[src/rtl/seq_divider_pkg.sv]
// Shared encodings and default widths for the shift-add multiplier / restoring divider pair.
// Both datapaths use the same three-state IDLE/RUN/DONE sequencing.
package seq_divider_pkg;

    typedef enum logic [1:0] {
        ST_IDLE = 2'd0,
        ST_RUN  = 2'd1,
        ST_DONE = 2'd2
    } state_t;

    localparam int DEF_DIVIDEND_W = 8;
    localparam int DEF_DIVISOR_W  = 4;

endpackage

[src/rtl/seq_divider_step.sv]
// One restoring-division step: shift the next dividend bit into the partial remainder,
// then subtract the divisor when it fits.
module div_restore_step #(
    parameter int DIVISOR_W = 4
) (
    input  logic [DIVISOR_W:0]   p,
    input  logic                 q_msb,
    input  logic [DIVISOR_W-1:0] divisor,
    output logic [DIVISOR_W:0]   p_next,
    output logic                 q_bit
);

    // One spare bit above p so the shifted value is never truncated before the compare.
    logic [DIVISOR_W+1:0] shifted;
    logic [DIVISOR_W+1:0] dvs_ext;

    always_comb begin
        shifted = {p, q_msb};
        dvs_ext = {2'b00, divisor};
        q_bit   = (shifted >= dvs_ext);
        p_next  = (DIVISOR_W+1)'(q_bit ? (shifted - dvs_ext) : shifted);
    end

endmodule

[src/rtl/seq_divider.sv]
// Sequential restoring divider, one quotient bit per clock, start/done handshake.
// Handshake: start is sampled only in IDLE; done is a one-cycle pulse per accepted op.
module seq_divider
    import seq_divider_pkg::*;
#(
    parameter int DIVIDEND_W = DEF_DIVIDEND_W,
    parameter int DIVISOR_W  = DEF_DIVISOR_W
) (
    input  logic                  clk,
    input  logic                  reset_n,
    input  logic                  start,
    input  logic [DIVIDEND_W-1:0] dividend,
    input  logic [DIVISOR_W-1:0]  divisor,
    output logic [DIVIDEND_W-1:0] quotient,
    output logic [DIVISOR_W-1:0]  remainder,
    output logic                  div_zero,
    output logic                  busy,
    output logic                  done
);

    localparam int CNT_W = (DIVIDEND_W > 1) ? $clog2(DIVIDEND_W) : 1;
    localparam logic [CNT_W-1:0] LAST = CNT_W'(DIVIDEND_W - 1);

    state_t                state_q, state_d;
    logic [DIVISOR_W:0]    p_q;
    logic [DIVIDEND_W-1:0] q_q;
    logic [DIVISOR_W-1:0]  divisor_q;
    logic [CNT_W-1:0]      cnt_q;

    logic [DIVISOR_W:0]    p_next;
    logic                  q_bit;
    logic [DIVIDEND_W-1:0] q_shift;

    div_restore_step #(.DIVISOR_W(DIVISOR_W)) u_step (
        .p       (p_q),
        .q_msb   (q_q[DIVIDEND_W-1]),
        .divisor (divisor_q),
        .p_next  (p_next),
        .q_bit   (q_bit)
    );

    assign q_shift = {q_q[DIVIDEND_W-2:0], q_bit};

    always_ff @(posedge clk or negedge reset_n) begin
        if (!reset_n) state_q <= ST_IDLE;
        else          state_q <= state_d;
    end

    always_comb begin
        state_d = state_q;
        case (state_q)
            ST_IDLE: if (start) state_d = (divisor == '0) ? ST_DONE : ST_RUN;
            ST_RUN:  if (cnt_q == LAST) state_d = ST_DONE;
            ST_DONE: state_d = ST_IDLE;
            default: state_d = ST_IDLE;
        endcase
    end

    assign busy = (state_q != ST_IDLE);
    assign done = (state_q == ST_DONE);

    // Result registers are written only on the edge entering DONE.
    always_ff @(posedge clk or negedge reset_n) begin
        if (!reset_n) begin
            p_q       <= '0;
            q_q       <= '0;
            divisor_q <= '0;
            cnt_q     <= '0;
            quotient  <= '0;
            remainder <= '0;
            div_zero  <= 1'b0;
        end else begin
            case (state_q)
                ST_IDLE: begin
                    if (start) begin
                        divisor_q <= divisor;
                        if (divisor == '0) begin
                            quotient  <= '1;
                            remainder <= '0;
                            div_zero  <= 1'b1;
                        end else begin
                            p_q   <= '0;
                            q_q   <= dividend;
                            cnt_q <= '0;
                        end
                    end
                end
                ST_RUN: begin
                    p_q   <= p_next;
                    q_q   <= q_shift;
                    cnt_q <= cnt_q + 1'b1;
                    if (cnt_q == LAST) begin
                        quotient  <= q_shift;
                        remainder <= p_next[DIVISOR_W-1:0];
                        div_zero  <= 1'b0;
                    end
                end
                default: ;
            endcase
        end
    end

endmodule

[config.mk]
export PLATFORM = sky130hd
export DESIGN_NAME = seq_divider
export DESIGN_NICKNAME = d
export VERILOG_FILES = /design/src/rtl/seq_divider_pkg.sv /design/src/rtl/seq_divider_step.sv /design/src/rtl/seq_divider.sv
export SDC_FILE = /design/constraint.sdc
export NUM_CORES = 1
export LEC_CHECK = 0
export CORE_ASPECT_RATIO = 1.2
export CORE_UTILIZATION = 55
export CTS_BUF_LIST = sky130_fd_sc_hd__clkbuf_4 sky130_fd_sc_hd__clkbuf_8
export CTS_CLUSTER_DIAMETER = 80
export DETAILED_ROUTE_END_ITERATION = 10
export PLACE_DENSITY = 0.82
export SLEW_MARGIN = 30
export SYNTH_ARGS = -nofsm -noshare
export SYNTH_HDL_FRONTEND = slang
export SYNTH_HIERARCHICAL = 1
export SYNTH_SLANG_ARGS = --single-unit
[constraint.sdc]
create_clock -name clk -period 2.64 [get_ports clk]
set_input_delay 0.66 -clock clk [delete_from_list [all_inputs] [get_ports clk]]
set_output_delay 0.66 -clock clk [all_outputs]
set_load 0.01 [all_outputs]
-- Yosys cells after proc, flatten, opt, wreduce, memory -nomap -nowiden
Index checks and enable logic that the tools add are counted.
- bits of input ports: 15
- register bits after elaboration: 35
- logic and storage cells: 52
- $lt $le $gt $ge: 1
- multiplexer cells: 26
- eq/ne operators: 7
- add/sub/neg operators: 2
- reductions and logical operators: 8
- operator list (operator ; count):
    8-bit two-way mux ; 5
    8-bit case mux with 2 select lines ; 2
    5-bit two-way mux ; 3
    4-bit two-way mux ; 3
    5-bit case mux with 2 select lines ; 1
    2-bit inequality test (second input constant) ; 4
    4-bit case mux with 2 select lines ; 1
    6-bit by 4-bit greater-or-equal comparator with 1-bit output ; 1
    2-bit two-way mux ; 3
    3-bit two-way mux ; 2
    3-bit case mux with 2 select lines ; 1
    5-bit by 4-bit subtractor with 5-bit output ; 1
    4-bit zero test ; 1
    2-bit case mux with 2 select lines ; 1
    2-bit AND reduction ; 2
    4-bit AND reduction ; 1
    2-bit nonzero test ; 2
    3-bit by 1-bit adder with 3-bit output (second input constant) ; 1
    3-bit equality test (second input constant) ; 1
    1-bit two-way mux ; 3
    3-bit AND reduction ; 1
    2-bit by 1-bit equality test with 1-bit output (second input constant) ; 1
    2-bit equality test (second input constant) ; 1
    2-bit zero test ; 1
    1-bit case mux with 2 select lines ; 1

-- Logic depth before layout (Yosys ltp)
Gate-level depths: netlist of the first run.
- depth after elaboration: 4
- mapped depth: 10
- mapped depth without buffers: 10

-- Hierarchy
Netlist of the first run, hierarchy kept.
- by module, submodules not included (module ; area an instance (um^2) ; instances ; cells each):
    seq_divider ; 1595.3 ; 1 ; 145
    div_restore_step ; 234.0 ; 1 ; 29

-- Least setup slack after synthesis of the first run
OpenSTA, ideal clock, no wires.
- kind: reg2reg
- start point: reg q_q[7]
- end point: reg p_q[1]
- stages on the path, launching flop included: 9
- data required time: 2.519 ns
- library setup time: 0.121 ns
- path slack: 0.257 ns
- arrival: 2.262 ns
- buffers on the path: 0
- cell sequence: dfrtp_1 > inv_1 > ha_1 > inv_1 > fa_1 > a21o_2 > a2111oi_4 > mux2_4 > a22o_1
- word-level cells in the longest chain between the ends: 3
- elaborated cells on any way between the ends: 4
- RTL lines (item ; line ; RTL):
    start: declaration ; seq_divider.sv:26 ; logic [DIVIDEND_W-1:0] q_q;
    start signal: assignment ; seq_divider.sv:83 ; q_q <= dividend;
    start signal: assignment ; seq_divider.sv:90 ; q_q <= q_shift;
    5-bit by 4-bit subtractor with 5-bit output / 6-bit by 4-bit greater-or-equal comparator with 1-bit output (equally long branches) ; seq_divider_step.sv:21, seq_divider_step.sv:20 ;
    5-bit two-way mux * ; seq_divider_step.sv:21 ; p_next = (DIVISOR_W+1)'(q_bit ? (shifted - dvs_ext) : shifted);
    net p_next[1] ; seq_divider.sv:30 ; logic [DIVISOR_W:0] p_next;
    5-bit case mux with 2 select lines * ; seq_divider.sv:73 ; case (state_q)
    end signal: assignment ; seq_divider.sv:89 ; p_q <= p_next;
    end: declaration ; seq_divider.sv:25 ; logic [DIVISOR_W:0] p_q;
Mark *: on every way through the listed nets, which the timed path passes. The rest lies on a longest branch.
A chain may end at the register's enable or synchronous reset.

-- Worst setup path in the final report of the first run
Same ends and word-level chain as after synthesis.

==> results.cfg, run 1 <==
[run_status]
status = complete, no violations

[clock_tree]
holdBufCountCts = 0
clock-sinks = 35
ctsResizeCount = 0
path_clk_slew_ps = 110
post-cts-setup-buffers = 0
htree_levels = 2
clockBufferDepth = 2
cts_tree = done
cts-root-buf = clkbuf_4
cts_buffers = 5
clk_latency_ps = 350

[sta]
rsz0062_at_grt = no
setup_tns_ps = 0
worst_pin_slew_ps = 620
timing.fmax_ghz = 0.408
finalCriticalPeriod_ps = 2450
worst_slack_ps = 189
hold_viol = 0
fin_crit_sh = 0.928
setup_violations = 0
report.final.slew_viol_count = 0
whs_ps = 493
slew_headroom = 0.585
skew_ps = 3.21

[pwr]
p_int_mw = 1.78
pwr-share-clk = 0.141
seq_power_share = 0.338
leakagePower_nw = 1.03
power-per-cell-area_nw_per_um2 = 1300
power_frac_comb = 0.520
power_mw = 2.91
p_sw_mw = 1.12
p_sw_frac = 0.386
ir_drop_v = 0.000899

[synth]
ys_types = 37
synth_top_cells_by_area = dfrtp_1 (48%), mux2i_1 (4.9%), a21oi_1 (4.7%), ha_1 (4.1%), mux2_4 (4.1%)
ys_seq_elements = 35
synth_cells = 174
synth-edff-count = 0
seq_area_frac_synth = 0.479
syn_area_sq_um = 1830
synth_top_cell_by_area = dfrtp_1
avgSynthCellArea_sq_um = 10.5
async_reset_ff_frac = 1.00
synth_nets = 196
synth_flop_cell = dfrtp_1
yosysWarnings = 6
synth.top_cell.area_share = 0.479

[detailed_routing]
dr.pass1.iters = 4
drc = 0
num_vias = 1443
wl_per_cell_um = 17.5
wl_mm = 4.24
antenna_left = 0
vias_per_cell = 5.96
drt_iter0_markers = 32

[floorplanning]
die_area_sq_um = 3560
initial_core_util = 0.588
die_y_um = 65.2
die_x_um = 54.6
core_sq_um = 3110
num_io_pins = 30
num_rows = 22

[grt]
grt_max_degree = 36
grt_first_pass_wirelength_mm = 6.82
grt_pass1_vias = 1509
grt_usage = 0.280
antenna_found_initial = 0
grt.overflow.total = 0

[layout]
final_core_util = 0.716
fin_cells = 242
final_area_sq_um = 2230
drive_gt1_frac = 0.121
areaGrowthSynthToFinish_pct = 21.8
diodes = 0
layout.nets = 227

[placed_design]
placed_cells = 234
portBuffers = 29
place_ws_ps = 192
gp_congestion = 0.908
dpl.hpwl_mm = 2.98
place_area_sq_um = 2140

[run]
maxCapViolCount = 0

[worst_setup_path]
path_common_cell = inv_1
path_cells = inv_1, ha_1, inv_1, fa_1, a21o_2, a2111oi_4, mux2_4, a22o_1
crit_required_ps = 2890
criticalPathCategory = reg -> reg
worst_setup_path_start_kind = flip-flop
slowest_delay_ps = 460
crit_family = compound AO/OA/AOI/OAI gates
path_buf_inv = 2
cp_max_fo = 5
end_kind = flip-flop
arrival_ps = 2700
cpMaxStageDelayCell = a2111oi_4

[min_path]
hp-class = reg -> reg
==> power groups by stage <==
stage,combinational (mW),clock (mW),sequential [mW]
final,1.51,0.411,0.984
after global routing,1.65,0.446,1.01
after CTS,1.50,0.423,0.982
after detailed placement,1.48,0,0.992
after global placement,1.42,0,0.979
after floorplan,1.01,0,0.975
==> logic make-up (layout without fill, tap and decap cells) <==
kind of cell | count (synthesis) | in the layout | share of synthesized area
simple gates | 50 | 50 | 0.137
fa+ha+maj | 7 | 7 | 0.0520
buf+inv | 17 | 49 | 0.0458
flops | 35 | 35 | 0.479
mux | 15 | 15 | 0.0964
xor+xnor | 2 | 2 | 0.00958
compound gates | 48 | 48 | 0.181
==> registers in the layout (all words and copies together), names as in the netlist <==
signal     cells
remainder      4
div_zero       1
p_q            5
cnt_q          3
state_q        2
quotient       8
q_q            8
divisor_q      4
==> cell type report <==
type / instances / area [sq um]
sequential: 35 / 876
inverter: 8 / 30.0
clock buffer: 6 / 51.3
tap: 36 / 45.0
clock inverter: 2 / 35.0
multi-input combinational: 122 / 870
fill: 242 / 883
timing repair buffer: 33 / 320
==> cell usage in the layout, fill, tap and decap left out, types with 5 or more instances in the layout <==
cell type,Yosys,layout
clkdlybuf4s50_1,0,29
o21ai_0,7,7
clkbuf_4,0,5
mux2i_1,9,9
a22o_1,7,7
dfrtp_1,35,35
mux2_4,5,5
o22ai_1,9,9
nor2_1,16,16
a21oi_1,17,17
nand2b_1,9,9
inv_1,8,8
ha_1,6,6
nand2_1,15,15
==> worst reg2reg max path: cells and delay by family, from the launching register on <==
family	cells	cell delay, ps
buffers and inverters	2	130
flip-flops	1	420
AO/OA/AOI/OAI	3	920
multiplexers	1	350
adder cells (fa/ha/maj)	2	540
==> Yosys cell counts, drive strengths merged, types with 2 or more instances <==
library cell	n
o22ai	9
ha	6
inv	8
nor2	18
o21ai	7
a21o	2
dfrtp	35
a22o	7
nor2b	2
nand2b	9
buf	4
mux2	6
a21oi	17
clkbuf	5
nand2	15
mux2i	9
==> path summary, 6_finish.rpt <==
path	start	endpoint	slack, ps	depth (start not counted)
min reg2reg	div_zero	div_zero	490	2
max reg2reg	q_q[7]	p_q[1]	190	8
min in group asynchronous	reset_n	divisor_q[3]	720	2
max	q_q[7]	p_q[1]	190	8
max in group asynchronous	reset_n	quotient[6]	1610	2
min	div_zero	div_zero	490	2
==> routing by layer <==
metal | global-route usage | wire length (um) | vias to the layer above
li1 | - | - | 678
met1 | 0.321 | 1830 | 711
met2 | 0.447 | 2110 | 43
met3 | 0.0579 | 170 | 11
met4 | 0.192 | 124 | 0
met5 | 0 | 0 | -
Note: power is estimated with default switching activity, not from simulation.
==> run 2, diff against run 1 <==
- clock period: 2.64 -> 2.41 ns (I/O delays scaled with it)
==> run 2 against run 1 <==
Core utilization is 1.5 points higher. Critical endpoint unchanged. Sequential share of layout area shrank 0.80 points. Worst hold slack improved by 1.3 ps. Global-route usage decreased by 0.10 points. Non-clock buffer count rose by 5. Critical path depth is the same. Highest routed layer unchanged. Sequential cell count is the same. Clock skew increased by 4.2 ps. Register-to-register slack worse by 170 ps. Final area increased by 2.1%. Combinational power increased by 25%. Sequential power up 9.8%.
==> results.cfg, run 2 (synthesized netlist as in run 1, its figures left out) <==
[sta]
hold_viol = 0
worst_pin_slew_ps = 667
report.final.slew_viol_count = 0
fin_crit_sh = 0.993
setup_violations = 0
whs_ps = 494
skew_ps = 7.43
rsz0062_at_grt = yes
timing.fmax_ghz = 0.418
finalCriticalPeriod_ps = 2390
slew_headroom = 0.554

[clock_tree]
clockBufferDepth = 2
cts_buffers = 5
cts-root-buf = clkbuf_4
clk_latency_ps = 350
htree_levels = 2
clock-sinks = 35
path_clk_slew_ps = 110
cts_tree = done

[grt]
grt_first_pass_wirelength_mm = 6.93
grt_max_degree = 36
grt_usage = 0.279
antenna_found_initial = 0
grt.overflow.total = 0
grt_pass1_vias = 1522

[worst_setup_path]
cp_max_fo = 4
worst_setup_path_start_kind = flip-flop
slowest_delay_ps = 470
arrival_ps = 2640
path_cells = inv_1, ha_1, inv_2, fa_2, a21o_4, a2111oi_4, mux2_4, a22o_1
criticalPathCategory = reg -> reg
crit_family = compound AO/OA/AOI/OAI gates
cpMaxStageDelayCell = a2111oi_4
worst-path-stages = 8
end_kind = flip-flop
crit_required_ps = 2660
r2r_cells = 8
rrSetupSlack_ps = 20
path_buf_inv = 2

[floorplanning]
initial_core_util = 0.588
num_rows = 22
die_y_um = 65.2
die_x_um = 54.6
num_io_pins = 30
core_sq_um = 3110
die_area_sq_um = 3560

[detailed_routing]
vias_per_cell = 5.95
wl_per_cell_um = 17.9
drc = 0
num_vias = 1470
antenna_left = 0
wl_mm = 4.41
dr.pass1.iters = 4
drt_iter0_markers = 66

[min_path]
holdPathStages = 2
hp-class = reg -> reg

[pwr]
seq_power_share = 0.323
p_sw_frac = 0.394
pwr-share-clk = 0.114
power-per-cell-area_nw_per_um2 = 1470
ir_drop_v = 0.00110
p_sw_mw = 1.32
power_frac_comb = 0.562
leakagePower_nw = 1.05
p_int_mw = 2.03

[layout]
diodes = 0
mostFrequentLayoutCell = dfrtp_1
layout.nets = 232
areaGrowthSynthToFinish_pct = 24.3
fin_cells = 247
reg_top3 = q_q x8, quotient x8, p_q x5
drive_gt1_frac = 0.171
final_cell_mix = dfrtp_1 (35), clkdlybuf4s50_1 (29), a21oi_1 (17)

[placed_design]
portBuffers = 29
dpl.hpwl_mm = 2.99
gp_congestion = 0.938
placed_cells = 236

[run]
maxCapViolCount = 0

[run_status]
status = complete, no violations
## run 2: power groups by stage
stage	Combinational (mW)	Clock, mW	Sequential, mW
floorplan	1.11	0	1.07
global placement	1.56	0	1.07
detailed placement	1.63	0	1.08
CTS	1.64	0.389	1.07
global route	2.04	0.411	1.11
finish	1.88	0.382	1.08
## run 2: worst reg2reg max path: cells and delay by family (launching register included)
kind | cells | cell delay (ps)
DFF | 1 | 390
adders and majority gates | 2 | 510
muxes | 1 | 350
buffers and inverters | 2 | 110
AOI/OAI and AO/OA | 3 | 930
## run 2: through the flow
step           power (mW)  setup WS (ps)  cell area (sq um)  utilization  TNS, ps
2_1_floorplan        2.18           27.2               1830            -        0
3_3_place_gp         2.63           84.5               2160        0.693        0
3_5_place_dp         2.71          -17.3               2160        0.693    -17.3
4_1_cts              3.10           14.5               2230        0.716        0
5_1_grt              3.56          -62.8               2270        0.731    -92.1
6_report             3.34           16.2               2270        0.731        0
## run 2: metal layers
layer	wire length, um	vias up	track usage
li1	-	681	-
met3	228	8	0.0787
met2	2280	55	0.441
met4	84	0	0.128
met1	1810	726	0.340
met5	0	-	0
## run 2: cell type report
type | count | area (sq um)
multi-input cells | 122 | 892
flip-flops and latches | 35 | 876
fillers | 235 | 837
repair buffers | 38 | 358
clock buffers | 8 | 72.6
well taps | 36 | 45.0
inverters | 8 | 30.0
## run 2: path summary, 6_finish.rpt
| path | endpoint | startpoint |
|---|---|---|
| max | p_q[1] | q_q[7] |
| max in group asynchronous | cnt_q[0] | reset_n |
| max reg2reg | p_q[1] | q_q[7] |
| min in group asynchronous | divisor_q[3] | reset_n |
| min | div_zero | div_zero |
| min reg2reg | div_zero | div_zero |
## run 2: what timing repair did
action | 4_1_cts | 5_1_grt
buffers inserted | 0 | 3
gates resized for setup | 0 | 12
hold buffers | 0 | 0
pin swaps | 1 | 1
cloned | 0 | 0
endpoints found under the setup margin | 2 | 8
